==> src/rtl/btn_debounce_pkg.sv <==
// Shared state encoding and width helpers for the multi-channel button debouncer.
package btn_debounce_pkg;

    typedef logic [1:0] btn_state_t;

    localparam btn_state_t ST_RELEASED = 2'd0;
    localparam btn_state_t ST_PRESSED  = 2'd1;
    localparam btn_state_t ST_HELD     = 2'd2;

    // Counter width for a terminal count of n-1; never narrower than one bit.
    function automatic int cnt_w(input int n);
        return (n < 2) ? 1 : $clog2(n);
    endfunction

    function automatic int max_i(input int a, input int b);
        return (a > b) ? a : b;
    endfunction

endpackage

==> src/rtl/btn_debounce_ch.sv <==
// One button channel: 2-FF synchroniser, debounce, press/release/long strobes.
// Auto-repeat in HELD is built only when BTN_AUTOREPEAT_EN is defined.
module btn_debounce_ch
    import btn_debounce_pkg::*;
#(
    parameter int MIN_PULSE_WIDTH  = 100,
    parameter int LONGPRESS_CYCLES = 1000000,
    parameter int REPEAT_CYCLES    = 250000,
    parameter bit ACTIVE_LOW       = 1'b0
) (
    input  logic i_clk,
    input  logic i_rst,
    input  logic i_btn,
    output logic o_btn,
    output logic o_rise,
    output logic o_fall,
    output logic o_long,
    output logic o_repeat
);

    localparam int DW = cnt_w(MIN_PULSE_WIDTH);
    localparam int HW = cnt_w(max_i(LONGPRESS_CYCLES, REPEAT_CYCLES));
    localparam logic [DW-1:0] DB_MAX = DW'(MIN_PULSE_WIDTH - 1);
    localparam logic [HW-1:0] LP_MAX = HW'(LONGPRESS_CYCLES - 1);

    logic            sync1, sync2, s_prev, s_btn;
    logic [DW-1:0]   db_cnt;
    logic [HW-1:0]   hcnt;
    btn_state_t      state;
    logic            load, rise_ev, fall_ev;

    assign s_btn = ACTIVE_LOW ? ~sync2 : sync2;

    // s_btn must also match s_prev so a change landing on a saturated counter is not taken.
    assign load    = (s_btn == s_prev) && (db_cnt == DB_MAX) && (s_btn != o_btn);
    assign rise_ev = load &  s_btn;
    assign fall_ev = load & ~s_btn;

    always_ff @(posedge i_clk) begin
        if (i_rst) begin
            sync1  <= 1'b0;
            sync2  <= 1'b0;
            s_prev <= 1'b0;
            db_cnt <= '0;
            o_btn  <= 1'b0;
            o_rise <= 1'b0;
            o_fall <= 1'b0;
        end else begin
            sync1  <= i_btn;
            sync2  <= sync1;
            s_prev <= s_btn;
            if (s_btn != s_prev)
                db_cnt <= '0;
            else if (db_cnt != DB_MAX)
                db_cnt <= db_cnt + 1'b1;
            if (load)
                o_btn <= s_btn;
            o_rise <= rise_ev;
            o_fall <= fall_ev;
        end
    end

`ifdef BTN_AUTOREPEAT_EN
    localparam logic [HW-1:0] RP_MAX = HW'(REPEAT_CYCLES - 1);
    logic rep_r;
    assign o_repeat = rep_r;
`else
    assign o_repeat = 1'b0;
`endif

    always_ff @(posedge i_clk) begin
        if (i_rst) begin
            state  <= ST_RELEASED;
            hcnt   <= '0;
            o_long <= 1'b0;
`ifdef BTN_AUTOREPEAT_EN
            rep_r  <= 1'b0;
`endif
        end else begin
            o_long <= 1'b0;
`ifdef BTN_AUTOREPEAT_EN
            rep_r  <= 1'b0;
`endif
            case (state)
                // Release is checked first so it beats a coincident hold terminal count.
                ST_PRESSED: begin
                    if (fall_ev) begin
                        state <= ST_RELEASED;
                        hcnt  <= '0;
                    end else if (hcnt == LP_MAX) begin
                        o_long <= 1'b1;
                        state  <= ST_HELD;
                        hcnt   <= '0;
                    end else begin
                        hcnt <= hcnt + 1'b1;
                    end
                end
                ST_HELD: begin
                    if (fall_ev) begin
                        state <= ST_RELEASED;
                        hcnt  <= '0;
                    end
`ifdef BTN_AUTOREPEAT_EN
                    else if (hcnt == RP_MAX) begin
                        rep_r <= 1'b1;
                        hcnt  <= '0;
                    end else begin
                        hcnt <= hcnt + 1'b1;
                    end
`endif
                end
                default: begin
                    hcnt  <= '0;
                    state <= rise_ev ? ST_PRESSED : ST_RELEASED;
                end
            endcase
        end
    end

endmodule

==> src/rtl/btn_debounce_multi.sv <==
// NUM_BTNS independent debounced button channels with press/release/long strobes.
// Define BTN_AUTOREPEAT_EN to enable o_repeat pulses while a button is held.
module btn_debounce_multi
    import btn_debounce_pkg::*;
#(
    parameter int NUM_BTNS         = 4,
    parameter int MIN_PULSE_WIDTH  = 100,
    parameter int LONGPRESS_CYCLES = 1000000,
    parameter int REPEAT_CYCLES    = 250000,
    parameter bit ACTIVE_LOW       = 1'b0
) (
    input  logic                i_clk,
    input  logic                i_rst,
    input  logic [NUM_BTNS-1:0] i_btn,
    output logic [NUM_BTNS-1:0] o_btn,
    output logic [NUM_BTNS-1:0] o_rise,
    output logic [NUM_BTNS-1:0] o_fall,
    output logic [NUM_BTNS-1:0] o_long,
    output logic [NUM_BTNS-1:0] o_repeat
);

    for (genvar g = 0; g < NUM_BTNS; g++) begin : g_ch
        btn_debounce_ch #(
            .MIN_PULSE_WIDTH (MIN_PULSE_WIDTH),
            .LONGPRESS_CYCLES(LONGPRESS_CYCLES),
            .REPEAT_CYCLES   (REPEAT_CYCLES),
            .ACTIVE_LOW      (ACTIVE_LOW)
        ) u_ch (
            .i_clk   (i_clk),
            .i_rst   (i_rst),
            .i_btn   (i_btn[g]),
            .o_btn   (o_btn[g]),
            .o_rise  (o_rise[g]),
            .o_fall  (o_fall[g]),
            .o_long  (o_long[g]),
            .o_repeat(o_repeat[g])
        );
    end

endmodule

==> config.mk <==
export PLATFORM = sky130hd
export DESIGN_NAME = btn_debounce_multi
export DESIGN_NICKNAME = d
export VERILOG_FILES = /design/src/rtl/btn_debounce_pkg.sv /design/src/rtl/btn_debounce_ch.sv /design/src/rtl/btn_debounce_multi.sv
export SDC_FILE = /design/constraint.sdc
export NUM_CORES = 1
export LEC_CHECK = 0
export CAP_MARGIN = 20
export CORE_ASPECT_RATIO = 0.6
export CORE_MARGIN = 5
export CORE_UTILIZATION = 45
export DETAILED_ROUTE_END_ITERATION = 7
export SYNTH_ARGS = -nofsm -noshare
export SYNTH_HDL_FRONTEND = slang
export SYNTH_SLANG_ARGS = --single-unit
export TNS_END_PERCENT = 1
==> constraint.sdc <==
create_clock -name i_clk -period 2.56 [get_ports i_clk]
set_input_delay 0.768 -clock i_clk [delete_from_list [all_inputs] [get_ports i_clk]]
set_output_delay 0.768 -clock i_clk [all_outputs]
set_load 0.05 [all_outputs]
# Word-level counts from Yosys, hierarchy flattened
# Index checks and enable logic that the tools add are counted.
op_classes:
  n_addsub: 8
  eq_ne: 40
  n_mux: 40
  bitwise: 16
  n_reduce_logical: 20
ops:
  columns: ["operator", "n"]
  rows:
  - ["20-bit 2-to-1 mux", 12]
  - ["20-bit one-hot mux with 2 select lines", 4]
  - ["20-bit by 1-bit adder with 20-bit output (second input constant)", 4]
  - ["20-bit equality test (second input constant)", 4]
  - ["7-bit by 1-bit adder with 7-bit output (second input constant)", 4]
  - ["7-bit equality test (second input constant)", 4]
  - ["7-bit inequality test (second input constant)", 4]
  - ["2-bit 2-to-1 mux", 12]
  - ["2-bit one-hot mux with 2 select lines", 4]
  - ["3-bit by 1-bit inequality test with 1-bit output (second input constant)", 4]
  - ["3-bit OR reduction", 4]
  - ["1-bit bitwise AND", 8]
  - ["2-bit by 1-bit equality test with 1-bit output (second input constant)", 4]
  - ["2-bit equality test (second input constant)", 4]
  - ["1-bit logical AND", 8]
  - ["1-bit 2-to-1 mux", 8]
  - ["1-bit inequality test", 8]
  - ["2-bit by 1-bit inequality test with 1-bit output (second input constant)", 4]
  - ["1-bit inverter", 8]
  - ["2-bit AND reduction", 4]
  - ["2-bit OR reduction", 4]
  - ["1-bit equality test", 4]
totals:
  ff_bits: 144
  inputBits: 6
  out_inout_bits: 20
  elab_cells: 164

# Depth between registers and ports, before layout
# Gate-level depths: netlist (run 1).
depth:
  ltp_word: 6
  depth_mapped: 8
  ltp_nobuf: 6

# Cells and area by module
# From an unflattened synthesis (run 1), not the netlist that was laid out.
unflattened:
  hier_cells: 734
  area_unflattened_um2: 6710.2
modules_own_cells:
  columns: ["mod", "instances", "cells_per_inst", "area_each_um2", "seq_area_each_um2"]
  rows:
  - ["btn_debounce_ch (g_ch[0].u_ch ...)", 3, 186, 1670.4, 720.7]
  - ["btn_debounce_ch (g_ch[3].u_ch)", 1, 176, 1699.1, 720.7]

# Worst setup path after synthesis (run 1)
# Ideal clock, no wire load.
synth_path:
  path_kind: "reg2reg"
  start: "reg g_ch[0].u_ch.db_cnt[2]"
  end: "reg g_ch[0].u_ch.hcnt[19]"
  setup_time_ns: 0.071
  arrival_time_ns: 2.398
  t_required_ns: 2.489
  path_slack_ns: 0.092
  stages_incl_launch_ff: 6
  synth_period_minus_slack_ns: 2.468
  path_cell_list: "dfxtp_1 or4b_4 or4_4 a2111o_1 or4_1 a21oi_1"
synth_between:
  elab_chain_len: 6
  elab_cells_between_ends: 7
  classes_between: "2 x eq/ne; 2 x mux; 1 x bitwise; 2 x reduce/logical"
synth_lines:
  columns: ["item", "line_no", "text"]
  rows:
  - ["start, declared", "btn_debounce_ch.sv:27", "logic [DW-1:0] db_cnt;"]
  - ["start signal, assigned", "btn_debounce_ch.sv:55", "db_cnt <= db_cnt + 1'b1;"]
  - ["7-bit equality test *", "btn_debounce_ch.sv:35", "assign load = (s_btn == s_prev) && (db_cnt == DB_MAX) && (s_btn != o_btn);"]
  - ["1-bit logical AND * (2 in series)", "btn_debounce_ch.sv:35", null]
  - ["1-bit bitwise AND *", "btn_debounce_ch.sv:37", "assign fall_ev = load & ~s_btn;"]
  - ["20-bit 2-to-1 mux", "btn_debounce_ch.sv:87", "if (fall_ev) begin"]
  - ["20-bit one-hot mux with 2 select lines", "btn_debounce_ch.sv:84", "case (state)"]
  - ["end signal, assigned", "btn_debounce_ch.sv:95", "hcnt <= hcnt + 1'b1;"]
  - ["end, declared", "btn_debounce_ch.sv:28", "logic [HW-1:0] hcnt;"]
# Every way passes the cells marked *; elsewhere a longest branch is shown, timed or not.
# A chain may end at the register's enable or synchronous reset.

# Final worst setup path (run 1)
layout_path:
  start: "reg g_ch[0].u_ch.db_cnt[2]"
  end: "reg g_ch[0].u_ch.hcnt[13]"
# Same word-level chain as after synthesis.

==> metrics, run 1 <==
outcome finished, final reports clean; required time at the endpoint of the critical path 2900 ps; share of cells above drive strength 1 0.0824; leakage power summed over all cells 2.64 nW; die area 0.0176 sq mm; final-layout fill cell count 1,325; end point of the critical path g_ch[0].u_ch.hcnt[13]; setup repair after global routing missed its margin no; P&R area growth vs syn 15.2%; worst min path class flip-flop to flip-flop; Hold Fails Final Rpt 0; Final Wtd Congestion 0.840; Clock Skew about 13 ps; effective utilization at floorplan 0.462; antenna violations before repair 0; hpwl dp 9.49 mm; instance count of the mapped netlist 778; Crit Path Max Fanout 6; total routing usage reported by global routing 0.158; total DRC errors in the routed layout 0; total met2 wirelength after detailed routing 6.18 mm; final setup TNS 0 ps; Initial DRC Count ~310; TritonCTS clock tree yes; Setup violations, final 0; cell with the largest stage delay on the worst path or4b_4; Mapped Area approximately 0.0067 sq mm; area inside the core boundary 0.0145 sq mm; largest cells by area after synthesis dfxtp_1 (43%), xor2_1 (7.2%), nor2_1 (6.1%); R2R Setup Slk 90 ps; cell-by-cell trace of the critical path or4b_4 -> or4_4 -> a2111o_1 -> buf_4 -> or3_1 -> a21oi_1; cells on worst reg2reg path 6; Critical Path Start g_ch[0].u_ch.db_cnt[2]; count of input and output buffers 21; highest routed layer met4; post-synth top area share 0.429; Max-Slew Margin vs Limit 0.596; count of max-cap constraint violations 0; via density per instance between 5 and 6; largest voltage drop on the vdd net 0.367 mV; number of gates resized after CTS 0; diode count 0; capturing point of the worst reg2reg path g_ch[0].u_ch.hcnt[13]; final total power ~5.2 mW; nature of the critical path startpoint flip-flop; horizontal extent of the die 168 microns; First-pass DRT Iterations 5; worst hold slack 433 ps; antenna violation net count after detailed routing 0; number of primary I/O pins 26; Final min period 2470 ps; HP Start g_ch[0].u_ch.sync1; aggregate routed wire length between 10 and 15 mm; final slew viol count 0; global-route wire length before repair 23.8 mm; critical path data arrival time ~2800 ps; Ys Warns 0; met3 wire len 582 microns; Worst-Margin Slew 591 ps; total global routing overflow 0; origin of the critical flop-to-flop path g_ch[0].u_ch.db_cnt[2]; number of rows created at floorplan 34; delay contributed by the slowest stage of the critical path 560 ps; post-route fraction of the period consumed by the critical path 0.963; clock buffer depth 2; most used standard cell by instance count after synthesis dfxtp_1; Async SR Flop Fraction 0; Clock Sinks 144; Clk Tree Root Cell clkbuf_16; largest delay contributor family on the critical path simple AND/OR/NAND/NOR gates; Post-layout nets 811; largest net degree at the start of global routing 22; number of enable flip-flop cells after synthesis 0; number of distinct library cells after synthesis 53; power density cells 666 mW/mm^2; type of the worst setup path flip-flop to flip-flop; vias 5,373; total CTS buffers 17; mean post-synth cell area 8.64 sq um; CP bufs+invs 1; number of H-tree branching levels 4; quantity of hold-fixing buffers added after cts 0; routed length per instance 13.7 microns; number of global-route vias before repair 5,103; portion of the post-synthesis area used by sequential elements 0.429; cell count along the critical path 6; most frequent cells after synthesis dfxtp_1 (144), nor2_1 (110), xor2_1 (55); #FFs+latches synth ~140; detailed-route wire length on metal 1 between 6 and 7 mm; clock insertion delay at the later pin of the skew report 410 ps; primary flip-flop cell chosen by synthesis mapping dfxtp_1; cell taking the most area after synthesis dfxtp_1; Highest Clock Rate 0.406 GHz; Critical Path Sink Type flip-flop; CTS clock-pin slew for the worst setup and hold paths 60 ps; vertical die dimension between 100 and 150 microns
routing by layer:
metal  vias to the layer above  GRT usage
li1                       2713          -
met1                      2557      0.223
met2                        96      0.246
met3                         7     0.0362
met4                         0     0.0365
met5                         -          0
repair_timing:
action                                 CTS  global route
endpoints found under the hold margin    0             0
setup endpoints to repair                0             1
setup buffers                            0             1
cell usage in the layout, fill, tap and decap left out, types with 16 or more instances in the layout:
cell,instances
a21oi_1,29
and3_1,18
buf_4,17
clkbuf_16,17
clkdlybuf4s50_1,21
dfxtp_1,144
ha_1,16
inv_1,19
nand2_1,51
nand3_1,42
nand4_1,40
nor2_1,110
nor2b_1,17
o21ai_0,21
or3_1,19
xnor2_1,28
xor2_1,55
report_power, final:
group	leakage [nW]	total, mW	switching, mW	internal, mW
Sequential	1.16	2.29	0.0241	2.26
Clock	0.327	2.77	0.936	1.83
Combinational	1.15	0.0985	0.0565	0.0420
worst min-delay path by stage:
stage                              end  slack, ps  cells past startpoint
global route        g_ch[2].u_ch.s_btn        470                      1
CTS                 g_ch[0].u_ch.s_btn        440                      1
finish              g_ch[0].u_ch.s_btn        430                      1
global placement    g_ch[2].u_ch.s_btn        420                      1
detailed placement  g_ch[0].u_ch.s_btn        430                      1
floorplan           g_ch[0].u_ch.s_btn        410                      1
final cells by class:
type                            instances  area, sq um  share of cell area
Sequential cell                       144         2880               0.372
Inverter                               19         71.3             0.00921
Clock inverter                          9          178              0.0229
Multi-Input combinational cell        568         3530               0.455
Clock buffer                           22          484              0.0625
Tap cell                              198          248              0.0320
Timing Repair Buffer                   39          358              0.0462
metrics by stage:
step                      area [sq um]  worst slack [ps]   util  cells
after global placement            7080              76.3  0.486    967
after CTS                         7740              32.5  0.532    998
after global routing              7750              5.40  0.533    999
after floorplan                   6740              91.5      -    781
after detailed placement          7080              62.1  0.486    967
final                             7750              94.5  0.533    999
registers in the layout, indices dropped and copies added, names as in the netlist:
| register | count |
|---|---|
| g_ch.u_ch.hcnt | 80 |
| g_ch.u_ch.o_rise | 4 |
| g_ch.u_ch.state | 8 |
| g_ch.u_ch.sync1 | 4 |
| g_ch.u_ch.s_prev | 4 |
| g_ch.u_ch.db_cnt | 28 |
| g_ch.u_ch.o_btn | 4 |
| g_ch.u_ch.s_btn | 4 |
| g_ch.u_ch.o_long | 4 |
| g_ch.u_ch.o_fall | 4 |
kinds of logic after synthesis:
logic type,after synthesis,synth area share
other,1,0.000558
buffers and inverters,69,0.0499
adder cells (fa/ha/maj),16,0.0298
XOR/XNOR,83,0.108
AND/OR/NAND/NOR,373,0.293
multiplexers,5,0.00744
flip-flops,144,0.429
AO/OA/AOI/OAI,87,0.0828
Power figures use the tool's default switching activity.
==> run 2, diff against run 1 <==
--- a/config.mk
+++ b/config.mk
@@ -10,6 +10,7 @@
 export CORE_MARGIN = 5
 export CORE_UTILIZATION = 45
 export DETAILED_ROUTE_END_ITERATION = 7
+export RECOVER_POWER = 100
 export SYNTH_ARGS = -nofsm -noshare
 export SYNTH_HDL_FRONTEND = slang
 export SYNTH_SLANG_ARGS = --single-unit
==> metrics, run 2 (synthesis gave the netlist of run 1 again) <==
Highest Clock Rate 0.406 GHz (about the same); share of cells above drive strength 1 0.0749 (was 0.0824); antenna violations before repair 0 (unchanged); diode count 0 (unchanged); aggregate routed wire length 13.7 mm (about the same); count of input and output buffers 21 (unchanged); Hold Fails Final Rpt 0 (unchanged); Final Wtd Congestion 0.840 (unchanged); highest-count cells in the layout ignoring fill and taps dfxtp_1 (144), nor2_1 (110), xor2_1 (55) (unchanged); count of max-cap constraint violations 0 (unchanged); type of the worst setup path flip-flop to flip-flop (unchanged); Critical Path Sink Type flip-flop (unchanged); Crit Path Max Fanout 6 (unchanged); CTS clock-pin slew for the worst setup and hold paths 60 ps (about the same); required time at the endpoint of the critical path 2900 ps (about the same); largest net degree at the start of global routing 22 (unchanged); cell-by-cell trace of the critical path or4b_4 -> or4_4 -> a2111o_1 -> clkbuf_1 -> or3_1 -> a21oi_1 (was or4b_4 -> or4_4 -> a2111o_1 -> buf_4 -> or3_1 -> a21oi_1); cell with the largest stage delay on the worst path or4b_4 (unchanged); number of gates resized after CTS 0 (unchanged); total global routing overflow 0 (unchanged); power density cells 668 mW/mm^2 (was 666 mW/mm^2); number of primary I/O pins 26 (unchanged); number of flip-flops in the largest register 80 (unchanged); Worst-Margin Slew 610 ps (was 591 ps); antenna violation net count after detailed routing 0 (unchanged); vias 5,365 (was 5,373); Max-Slew Margin vs Limit 0.588 (was 0.596); number of global-route vias before repair 5,103 (unchanged); routed length per instance 13.7 microns (about the same); total DRC errors in the routed layout 0 (unchanged); Most flops, register g_ch.u_ch.hcnt (unchanged); clock buffer depth 2 (unchanged); global-route wire length before repair 23.8 mm (unchanged); via density per instance 5.37 (was 5.38); leakage power summed over all cells 2.67 nW (was 2.64 nW); Setup violations, final 0 (unchanged); area inside the core boundary 0.0145 sq mm (unchanged); Clk Tree Root Cell clkbuf_16 (unchanged); setup repair after global routing missed its margin no (unchanged); quantity of hold-fixing buffers added after cts 0 (unchanged); final slew viol count 0 (unchanged); post-route fraction of the period consumed by the critical path 0.961 (was 0.963); hpwl dp 9.49 mm (unchanged); critical path data arrival time 2800 ps (about the same); Final min period 2460 ps (was 2470 ps); number of rows created at floorplan 34 (unchanged); registers with the most flip-flops g_ch.u_ch.hcnt x80, g_ch.u_ch.db_cnt x28, g_ch.u_ch.state x8 (unchanged); horizontal extent of the die 168 microns (unchanged); delay contributed by the slowest stage of the critical path 550 ps (was 560 ps); P&R area growth vs syn 14.7% (was 15.2%); Clock Skew 13.5 ps (was 12.7 ps); final setup TNS 0 ps (unchanged); largest voltage drop on the vdd net 0.369 mV (was 0.367 mV); die area 0.0176 sq mm (unchanged); Clock Sinks 144 (unchanged); worst hold slack 433 ps (about the same); clock insertion delay at the later pin of the skew report 410 ps (about the same); Post-layout nets 811 (unchanged); total CTS buffers 17 (unchanged); TritonCTS clock tree yes (unchanged); Initial DRC Count 320 (was 307); vertical die dimension 105 microns (unchanged); final-layout fill cell count 1,336 (was 1,325); effective utilization at floorplan 0.462 (unchanged); number of H-tree branching levels 4 (unchanged); outcome finished, final reports clean (unchanged); worst min path class flip-flop to flip-flop (unchanged); nature of the critical path startpoint flip-flop (unchanged); total routing usage reported by global routing 0.158 (unchanged); First-pass DRT Iterations 4 (was 5); R2R Setup Slk 100 ps (was 90 ps); most frequent standard cell in the layout excluding fill and tap cells dfxtp_1 (unchanged); post-CTS setup buffers 0 (unchanged)
-- run 2: area by class of cell --
cell class | count | area (sq um) | area share
Sequential cell | 144 | 2880 | 0.374
Tap cell | 198 | 248 | 0.0321
Timing Repair Buffer | 39 | 334 | 0.0433
Clock inverter | 9 | 178 | 0.0230
Clock buffer | 22 | 484 | 0.0628
Inverter | 19 | 71.3 | 0.00924
Multi-Input combinational cell | 568 | 3520 | 0.456
-- run 2: power by group --
part           leakage, nW  switching (mW)  internal, mW
sequential            1.16          0.0241          2.26
clock                0.327           0.937          1.83
combinational         1.18          0.0564        0.0409
-- run 2: worst max-delay path: cells and delay by family, from the launching register on --
kind / cells / cell delay [ps]
AO/OA/AOI/OAI: 2 / 600
buffers and inverters: 1 / 170
flip-flops: 1 / 310
AND/OR/NAND/NOR: 3 / 1310
-- run 2: per-layer routing --
metal	up-vias	routed length, microns	global-route usage
li1	2711	-	-
met4	0	90	0.0365
met3	9	580	0.0362
met5	-	0	0
met1	2552	6860	0.223
met2	93	6150	0.246
-- run 2: final timing paths --
path,start,endpoint,cells after the start
max,g_ch[0].u_ch.db_cnt[2],g_ch[0].u_ch.hcnt[13],6
min,g_ch[0].u_ch.sync1,g_ch[0].u_ch.s_btn,1
max reg2reg,g_ch[0].u_ch.db_cnt[2],g_ch[0].u_ch.hcnt[13],6
min reg2reg,g_ch[0].u_ch.sync1,g_ch[0].u_ch.s_btn,1
-- run 2: per-stage QoR --
stage | instance area, sq um | std cells | total power [mW] | util | setup WS, ps
6_report | 7720 | 999 | 5.16 | 0.530 | 99.1
5_1_grt | 7720 | 999 | 5.33 | 0.530 | 13.7
4_1_cts | 7740 | 998 | 5.21 | 0.532 | 32.5
3_5_place_dp | 7080 | 967 | 2.44 | 0.486 | 62.1
3_3_place_gp | 7080 | 967 | 2.43 | 0.486 | 76.3
2_1_floorplan | 6740 | 781 | 2.41 | - | 91.5
==> run 3, diff against run 2 <==
==> constraint.sdc (replaced) <==
create_clock -name i_clk -period 2.52 [get_ports i_clk]
set_input_delay 0.756 -clock i_clk [delete_from_list [all_inputs] [get_ports i_clk]]
set_output_delay 0.756 -clock i_clk [all_outputs]
set_load 0.05 [all_outputs]
==> metrics, run 3 (synthesis gave the netlist of run 1 again) <==
outcome finished, final reports clean (unchanged); area inside the core boundary 0.0145 sq mm (unchanged); total placed instance area 0.00707 sq mm (was 0.00708 sq mm); largest voltage drop on the vdd net 0.357 mV (was 0.369 mV); worst hold slack 446 ps (was 433 ps); global-route wire length before repair 22.9 mm (was 23.8 mm); final setup TNS 0 ps (unchanged); total global routing overflow 0 (unchanged); post-CTS setup buffers 0 (unchanged); total CTS buffers 17 (unchanged); TritonCTS clock tree yes (unchanged); Critical Path Sink Type flip-flop (unchanged); count of max-cap constraint violations 0 (unchanged); routed length per instance 13.4 microns (was 13.7 microns); number of H-tree branching levels 4 (unchanged); horizontal extent of the die 168 microns (unchanged); registers with the most flip-flops g_ch.u_ch.hcnt x80, g_ch.u_ch.db_cnt x28, g_ch.u_ch.state x8 (unchanged); Highest Clock Rate 0.402 GHz (was 0.406 GHz); Hold Fails Final Rpt 0 (unchanged); critical path data arrival time 2830 ps (was 2800 ps); post-route fraction of the period consumed by the critical path 0.986 (was 0.961); total routing usage reported by global routing 0.153 (was 0.158); number of primary I/O pins 26 (unchanged); Final min period 2490 ps (was 2460 ps); power density cells 635 mW/mm^2 (was 668 mW/mm^2); most frequent standard cell in the layout excluding fill and tap cells dfxtp_1 (unchanged); origin of the critical flop-to-flop path g_ch[0].u_ch.db_cnt[2] (unchanged); nature of the critical path startpoint flip-flop (unchanged); count of input and output buffers 21 (unchanged); leakage power summed over all cells 2.61 nW (was 2.67 nW); HP Start g_ch[0].u_ch.sync1 (unchanged); Worst-Margin Slew 508 ps (was 610 ps); highest-count cells in the layout ignoring fill and taps dfxtp_1 (144), nor2_1 (110), xor2_1 (55) (unchanged); required time at the endpoint of the critical path 2870 ps (was 2900 ps); worst min path class flip-flop to flip-flop (unchanged); CTS clock-pin slew for the worst setup and hold paths 60 ps (about the same); number of flip-flops in the largest register 80 (unchanged); final design utilization 0.524 (was 0.530); delay contributed by the slowest stage of the critical path 560 ps (was 550 ps); share of cells above drive strength 1 0.0787 (was 0.0749); largest net degree at the start of global routing 22 (unchanged); cell with the largest stage delay on the worst path or4b_4 (unchanged); Clock Sinks 144 (unchanged); Setup WS post-layout 34.7 ps (was 99.1 ps); antenna violation net count after detailed routing 0 (unchanged); setup repair after global routing missed its margin yes (was no); clock insertion delay at the later pin of the skew report 420 ps (was 410 ps); Post-layout nets 811 (unchanged); Initial DRC Count 302 (was 320); final total power 4.84 mW (was 5.16 mW); antenna violations before repair 0 (unchanged); clock buffer depth 2 (unchanged); Finished Cell Area 0.00762 sq mm (was 0.00772 sq mm); total DRC errors in the routed layout 0 (unchanged); die area 0.0176 sq mm (unchanged); vias 5,356 (was 5,365); aggregate routed wire length 13.4 mm (was 13.7 mm); effective utilization at floorplan 0.462 (unchanged); Finished Layout Cells 999 (unchanged); diode count 0 (unchanged); number of global-route vias before repair 4,996 (was 5,103); First-pass DRT Iterations 4 (unchanged); Final Wtd Congestion 0.823 (was 0.840); P&R area growth vs syn 13.3% (was 14.7%); Most flops, register g_ch.u_ch.hcnt (unchanged); via density per instance 5.36 (was 5.37); quantity of hold-fixing buffers added after cts 0 (unchanged); Crit Path Max Fanout 8 (was 6); Placed Cells incl. Taps 968 (was 967); type of the worst setup path flip-flop to flip-flop (unchanged); cell-by-cell trace of the critical path or4b_4 -> or4_4 -> a2111o_1 -> or4_1 -> a21oi_1 (was or4b_4 -> or4_4 -> a2111o_1 -> clkbuf_1 -> or3_1 -> a21oi_1); hpwl dp 9.41 mm (was 9.49 mm); CP bufs+invs 0 (was 1); number of rows created at floorplan 34 (unchanged); final slew viol count 0 (unchanged); Critical Path Start g_ch[0].u_ch.db_cnt[2] (unchanged); largest delay contributor family on the critical path simple AND/OR/NAND/NOR gates (unchanged); vertical die dimension 105 microns (unchanged); Max-Slew Margin vs Limit 0.652 (was 0.588); final-layout fill cell count 1,341 (was 1,336); post-placement worst setup slack 5.62 ps (was 62.1 ps); Clock Skew 12.1 ps (was 13.5 ps); Clk Tree Root Cell clkbuf_16 (unchanged); Setup violations, final 0 (unchanged)
-- run 3: cell count changes in the layout (fill, tap and decap cells not counted), sizes merged --
cell,before,now
dlygate4sd3,16,13
clkdlybuf4s50,5,8
buf,10,12
bufinv,5,2
clkinv,3,8
clkinvlp,0,2
clkbuf,30,25
inv,20,19
-- run 3: cell type report --
class	count	area [sq um]	share of cell area
Clock inverter	12	119	0.0156
Tap cell	198	248	0.0325
Timing Repair Buffer	39	329	0.0432
Sequential cell	144	2880	0.378
Multi-Input combinational cell	568	3530	0.463
Clock buffer	19	443	0.0581
Inverter	19	71.3	0.00936
-- run 3: metal layers --
layer	GRT usage	up-vias	part of all wire
li1	-	2722	-
met1	0.212	2542	0.52
met4	0.0573	0	0.014
met5	0	-	0
met2	0.236	76	0.43
met3	0.0332	16	0.032
-- run 3: timing repair --
action,in CTS,in global routing
setup endpoints to repair,1,3
pin swaps,1,0
gates resized for setup,0,2
-- run 3: path summary, 6_finish.rpt --
path | endpoint | slack, ps | depth (start not counted)
max reg2reg | g_ch[0].u_ch.hcnt[19] | 30 | 5
max | g_ch[0].u_ch.hcnt[19] | 30 | 5
min | g_ch[0].u_ch.s_btn | 450 | 1
min reg2reg | g_ch[0].u_ch.s_btn | 450 | 1
-- run 3: where the power goes --
part | internal (mW) | leakage (nW) | switching [mW]
Combinational | 0.0417 | 1.17 | 0.0576
Sequential | 2.30 | 1.16 | 0.0232
Clock | 1.46 | 0.278 | 0.954
Total | 3.81 | 2.61 | 1.03
-- run 3: worst reg2reg max path, delay by kind of cell (launching register included) --
family / cells / cell delay [ps]
and+or+nand+nor: 3 / 1490
AOI/OAI and AO/OA: 2 / 620
DFF: 1 / 310
==> RTL change 1: new RTL, config.mk and constraints of run 1 <==
`NUM_BTNS`: 4 -> 2.
--- a/src/rtl/btn_debounce_multi.sv
+++ b/src/rtl/btn_debounce_multi.sv
@@ -3,7 +3,7 @@
 module btn_debounce_multi
     import btn_debounce_pkg::*;
 #(
-    parameter int NUM_BTNS         = 4,
+    parameter int NUM_BTNS         = 2,
     parameter int MIN_PULSE_WIDTH  = 100,
     parameter int LONGPRESS_CYCLES = 1000000,
     parameter int REPEAT_CYCLES    = 250000,
Interface: changed (6 resized); port bits go from 26 to 14. The function was not compared with the original's and may differ.
==> RTL change 1 against run 1 <==
- synthesized area is 49% lower
- sequential cell count is 72 lower
- first-iteration DRC count increased by 10%
- highest routed layer unchanged
- clock skew shrank 0.0083 ns
- die area down 46%
- sequential power shrank 50%
- setup slack improved by 0.10 ns
- wire length shrank 47%
- total power fell by 53%
- count of clock-buffer cells in the layout shrank 9
- via count is 49% lower
- final area fell by 49%
==> RTL change 1: results (changes against run 1) <==
| Metric | Value |
|---|---|
| Run status | `finished clean (unchanged)` |
| Dpl cell area | `0.00362 mm² (was 0.00708 mm²)` |
| Port buffer count | `11 (was 21)` |
| Worst R2R End | `g_ch[1].u_ch.hcnt[13]$_SDFFE_PP0P_ (was g_ch[0].u_ch.hcnt[13]$_SDFFE_PP0P_)` |
| Top Registers | `g_ch.u_ch.hcnt (40), g_ch.u_ch.db_cnt (14), g_ch.u_ch.state (4) (was g_ch.u_ch.hcnt (80), g_ch.u_ch.db_cnt (28), g_ch.u_ch.state (8))` |
| Post-synthesis compound-gate area fraction | `0.0721 (was 0.0828)` |
| Routed vias | `2,737 (was 5,373)` |
| Met3 GRT Util | `0.0516 (was 0.0362)` |
| Gpl congestion | `0.817 (was 0.840)` |
| CTS buffer count | `9 (was 17)` |
| Pwr Total | `2440 µW (was 5160 µW)` |
| Worst setup path start | `g_ch[1].u_ch.o_btn$_SDFFE_PP0P_ (was g_ch[0].u_ch.db_cnt[2]$_SDFFE_PP0P_)` |
| Post-synthesis adder-cell area fraction | `0.0291 (was 0.0298)` |
| Synth unique cells | `49 (was 53)` |
| Clock insertion delay at the later pin of the skew report | `0.32 ns (was 0.41 ns)` |
| # placed instances | `501 (was 967)` |
| Leakage power figure | `0.00120 µW (was 0.00264 µW)` |
| Vias in the first global route | `2,422 (was 5,103)` |
| Fin cells | `517 (was 999)` |
| R2R Setup Slk | `0.35 ns (was 0.09 ns)` |
| VDD IR max | `0.329 mV (was 0.367 mV)` |
| All-Layer GR Usage | `0.162 (was 0.158)` |
| DR WL met2 | `2.53 mm (was 6.18 mm)` |
| Synth top cells by count | `dfxtp_1, nor2_1, nand2_1 (was dfxtp_1, nor2_1, xor2_1)` |
| Global-route wire length before repair | `12.1 mm (was 23.8 mm)` |
| Worst Skew | `0.00442 ns (was 0.0127 ns)` |
| Sequential share of the synthesized area | `0.420 (was 0.429)` |
==> RTL change 1: cell count changes after synthesis, sizes merged, moves of 9 or more <==
cell    before  now
nand4       40   14
nand3       42   22
clkbuf      27    5
or3         19    6
nor4         8   18
and3        18    6
nor2b       17    7
nor3         7   16
nand2       51   31
dfxtp      144   72
o21ai       23   13
xor2        55   16
nor2       110   50
a21oi       29   15
==> RTL change 1: area by class of cell <==
| cell class | count | share of cell area |
|---|---|---|
| clock buffer | 13 | 0.0663 |
| clock inverter | 3 | 0.0102 |
| inverter | 11 | 0.0105 |
| multi-input combinational | 293 | 0.465 |
| sequential | 72 | 0.367 |
| tap | 104 | 0.0332 |
| timing repair buffer | 21 | 0.0472 |
==> RTL change 1: stage by stage <==
step	setup WS, ns	util
2_1_floorplan	0.640	-
3_3_place_gp	0.335	0.493
3_5_place_dp	0.294	0.493
4_1_cts	0.184	0.534
5_1_grt	0.162	0.534
6_report	0.194	0.534
==> RTL change 2: new RTL, flow settings as in run 1 <==
Made on the original files. Register the output `o_fall`, without a reset; this adds one clock of latency there. The other outputs are not delayed to match.
--- a/src/rtl/btn_debounce_multi.sv
+++ b/src/rtl/btn_debounce_multi.sv
@@ -19,6 +19,8 @@
     output logic [NUM_BTNS-1:0] o_repeat
 );
 
+    logic [NUM_BTNS-1:0] o_fall_d;
+
     for (genvar g = 0; g < NUM_BTNS; g++) begin : g_ch
         btn_debounce_ch #(
             .MIN_PULSE_WIDTH (MIN_PULSE_WIDTH),
@@ -31,11 +33,15 @@
             .i_btn   (i_btn[g]),
             .o_btn   (o_btn[g]),
             .o_rise  (o_rise[g]),
-            .o_fall  (o_fall[g]),
+            .o_fall  (o_fall_d[g]),
             .o_long  (o_long[g]),
             .o_repeat(o_repeat[g])
         );
     end
 
+    always_ff @(posedge i_clk) begin
+        o_fall <= o_fall_d;
+    end
+
 endmodule
 
Check against the original RTL: no difference found for any inputs over 10 cycles, from zero or initial values and one cycle with i_rst high; that may be too few to reach the edited logic, so the function may still have changed.
==> RTL change 2 against run 1 <==
- setup slack got worse by 0.032 ns
- final area fell by 0.53%
- total power fell by 3.4%
- synthesized area rose by 0.26%
- critical path depth fell by 5
- cell count fell by 0.70%
- sequential cell count rose by 4
- wire length fell by 0.20%
- combinational power rose by 4%
- synthesized cell count fell by 2.2%
- first-iteration DRC count rose by 17%
- via count fell by 3.0%
- critical endpoint is now o_btn[0]
- highest routed layer unchanged
==> RTL change 2: results (changes against run 1) <==
| Metric | Value |
|---|---|
| Run status | `finished clean (unchanged)` |
| Root Buffer | `clkbuf_16 (unchanged)` |
| CTS Buffer Depth | `2 (unchanged)` |
| All-Layer GR Usage | `0.156 (was 0.158)` |
| Initial antenna violation count | `0 (unchanged)` |
| # placed instances | `960 (was 967)` |
| Dpl cell area | `0.00710 mm² (was 0.00708 mm²)` |
| HPWL Detailed | `9.80 mm (was 9.49 mm)` |
| Worst hold-check path type | `register to register (unchanged)` |
| Top delay family on crit path | `buffers and inverters (was simple AND/OR/NAND/NOR gates)` |
| Arrival @ worst endpoint | `1.73 ns (was 2.80 ns)` |
| Clock slew at reported path FFs | `0.06 ns (about the same)` |
| Clock insertion delay at the later pin of the skew report | `roughly 0.42 ns` |
| Leakage power figure | `0.00256 µW (was 0.00264 µW)` |
| Top Registers | `g_ch.u_ch.hcnt (80), g_ch.u_ch.db_cnt (28), g_ch.u_ch.state (8) (unchanged)` |
| Asr flop ratio synth | `0 (unchanged)` |
| Antenna Cells | `0 (unchanged)` |
| Place WS | `0.304 ns (was 0.0621 ns)` |
| Slew HR | `0.643 (was 0.596)` |
| Synth unique cells | `57 (was 53)` |
| Largest cells by area after synthesis | `dfxtp_1, xor2_1, nor2_1 (unchanged)` |
| Post-CTS Resized | `0 (unchanged)` |
| CP max stage cell | `clkdlybuf4s50_1 (was or4b_4)` |
| VDD IR max | `0.376 mV (was 0.367 mV)` |
| YS warnings | `0 (unchanged)` |
| Gpl congestion | `0.825 (was 0.840)` |
| Largest net degree at the start of global routing | `21 (was 22)` |
| Largest fanout on the critical path | `6 (unchanged)` |
| Global-route wire length before repair | `23.2 mm (was 23.8 mm)` |
| Port buffer count | `21 (unchanged)` |
| Final ANT Viol Nets | `0 (unchanged)` |
| Final net count | `803 (was 811)` |
| Fin cells | `992 (was 999)` |
| DR pass1 iterations | `4 (was 5)` |
| Synth Instances | `761 (was 778)` |
| DRT iter0 DRCs | `359 (was 307)` |
| Share of layout cells above drive strength 1 | `0.0844 (was 0.0824)` |
| Vias in the first global route | `4,854 (was 5,103)` |
| CTS buffer count | `17 (unchanged)` |
| Max FFs per register | `80 (unchanged)` |
| Setup Buffers After CTS | `0 (unchanged)` |
| Worst Skew | `0.0146 ns (was 0.0127 ns)` |
| Slowest Stage Delay on Critical Path | `0.86 ns (was 0.56 ns)` |
| Routed vias | `5,212 (was 5,373)` |
| Post-Route WL | `13.6 mm (was 13.7 mm)` |
| H-tree depth | `4 (unchanged)` |
| Sequential share of the synthesized area | `0.439 (was 0.429)` |
| Synth top cells by count | `dfxtp_1, nor2_1, nand2_1 (was dfxtp_1, nor2_1, xor2_1)` |
## RTL change 2: worst reg2reg max path: stages, from the launching register on
cell and delay [ns]:
dfxtp_1 0.34, or4b_4 0.59, o31ai_4 0.46, nand3_2 0.19, or3_1 0.38, a21oi_1 0.15
## RTL change 2: where the power goes
part           internal (µW)  total, µW  switching, µW
clock network           1560       2530            971
registers               2330       2350           19.0
logic                   43.4        102           58.5
## RTL change 2: final timing paths
path                                                     startpoint                                  to  slack (ns)  cells after the start
worst min register to register       g_ch[2].u_ch.o_fall$_SDFF_PP0_                   o_fall[2]$_DFF_P_        0.33                      0
worst max register to register  g_ch[1].u_ch.db_cnt[2]$_SDFFE_PP0P_  g_ch[1].u_ch.hcnt[17]$_SDFFE_PP0P_        0.38                      5
worst max-delay path                g_ch[0].u_ch.o_btn$_SDFFE_PP0P_                            o_btn[0]        0.06                      1
worst min-delay path                 g_ch[2].u_ch.o_fall$_SDFF_PP0_                   o_fall[2]$_DFF_P_        0.33                      0
## RTL change 2: per-layer routing
metal / vias up / part of all wire / track usage
met2: 96 / 0.43 / 0.227
met3: 18 / 0.040 / 0.0381
met1: 2434 / 0.52 / 0.227
met5: - / 0 / 0
met4: 0 / 0.015 / 0.0498
li1: 2664 / - / -
## RTL change 2: logic make-up (layout without fill, tap and decap cells)
kind of cell,count (synthesis),count (layout),synth area share
simple gates,376,376,0.297
xor+xnor,87,87,0.113
compound gates,68,68,0.0653
mux,8,8,0.0119
fa+ha+maj,16,16,0.0297
flops,148,148,0.439
buf+inv,57,87,0.0427
other cells,1,4,0.000556
## RTL change 2: area by class of cell
cell class / instances / area (µm²)
clock inverter: 12 / 155
multi-input combinational: 559 / 3500
timing repair buffer: 35 / 315
tap: 198 / 248
sequential: 148 / 2960
fill: 1367 / 6890
inverter: 20 / 75.1
clock buffer: 20 / 447
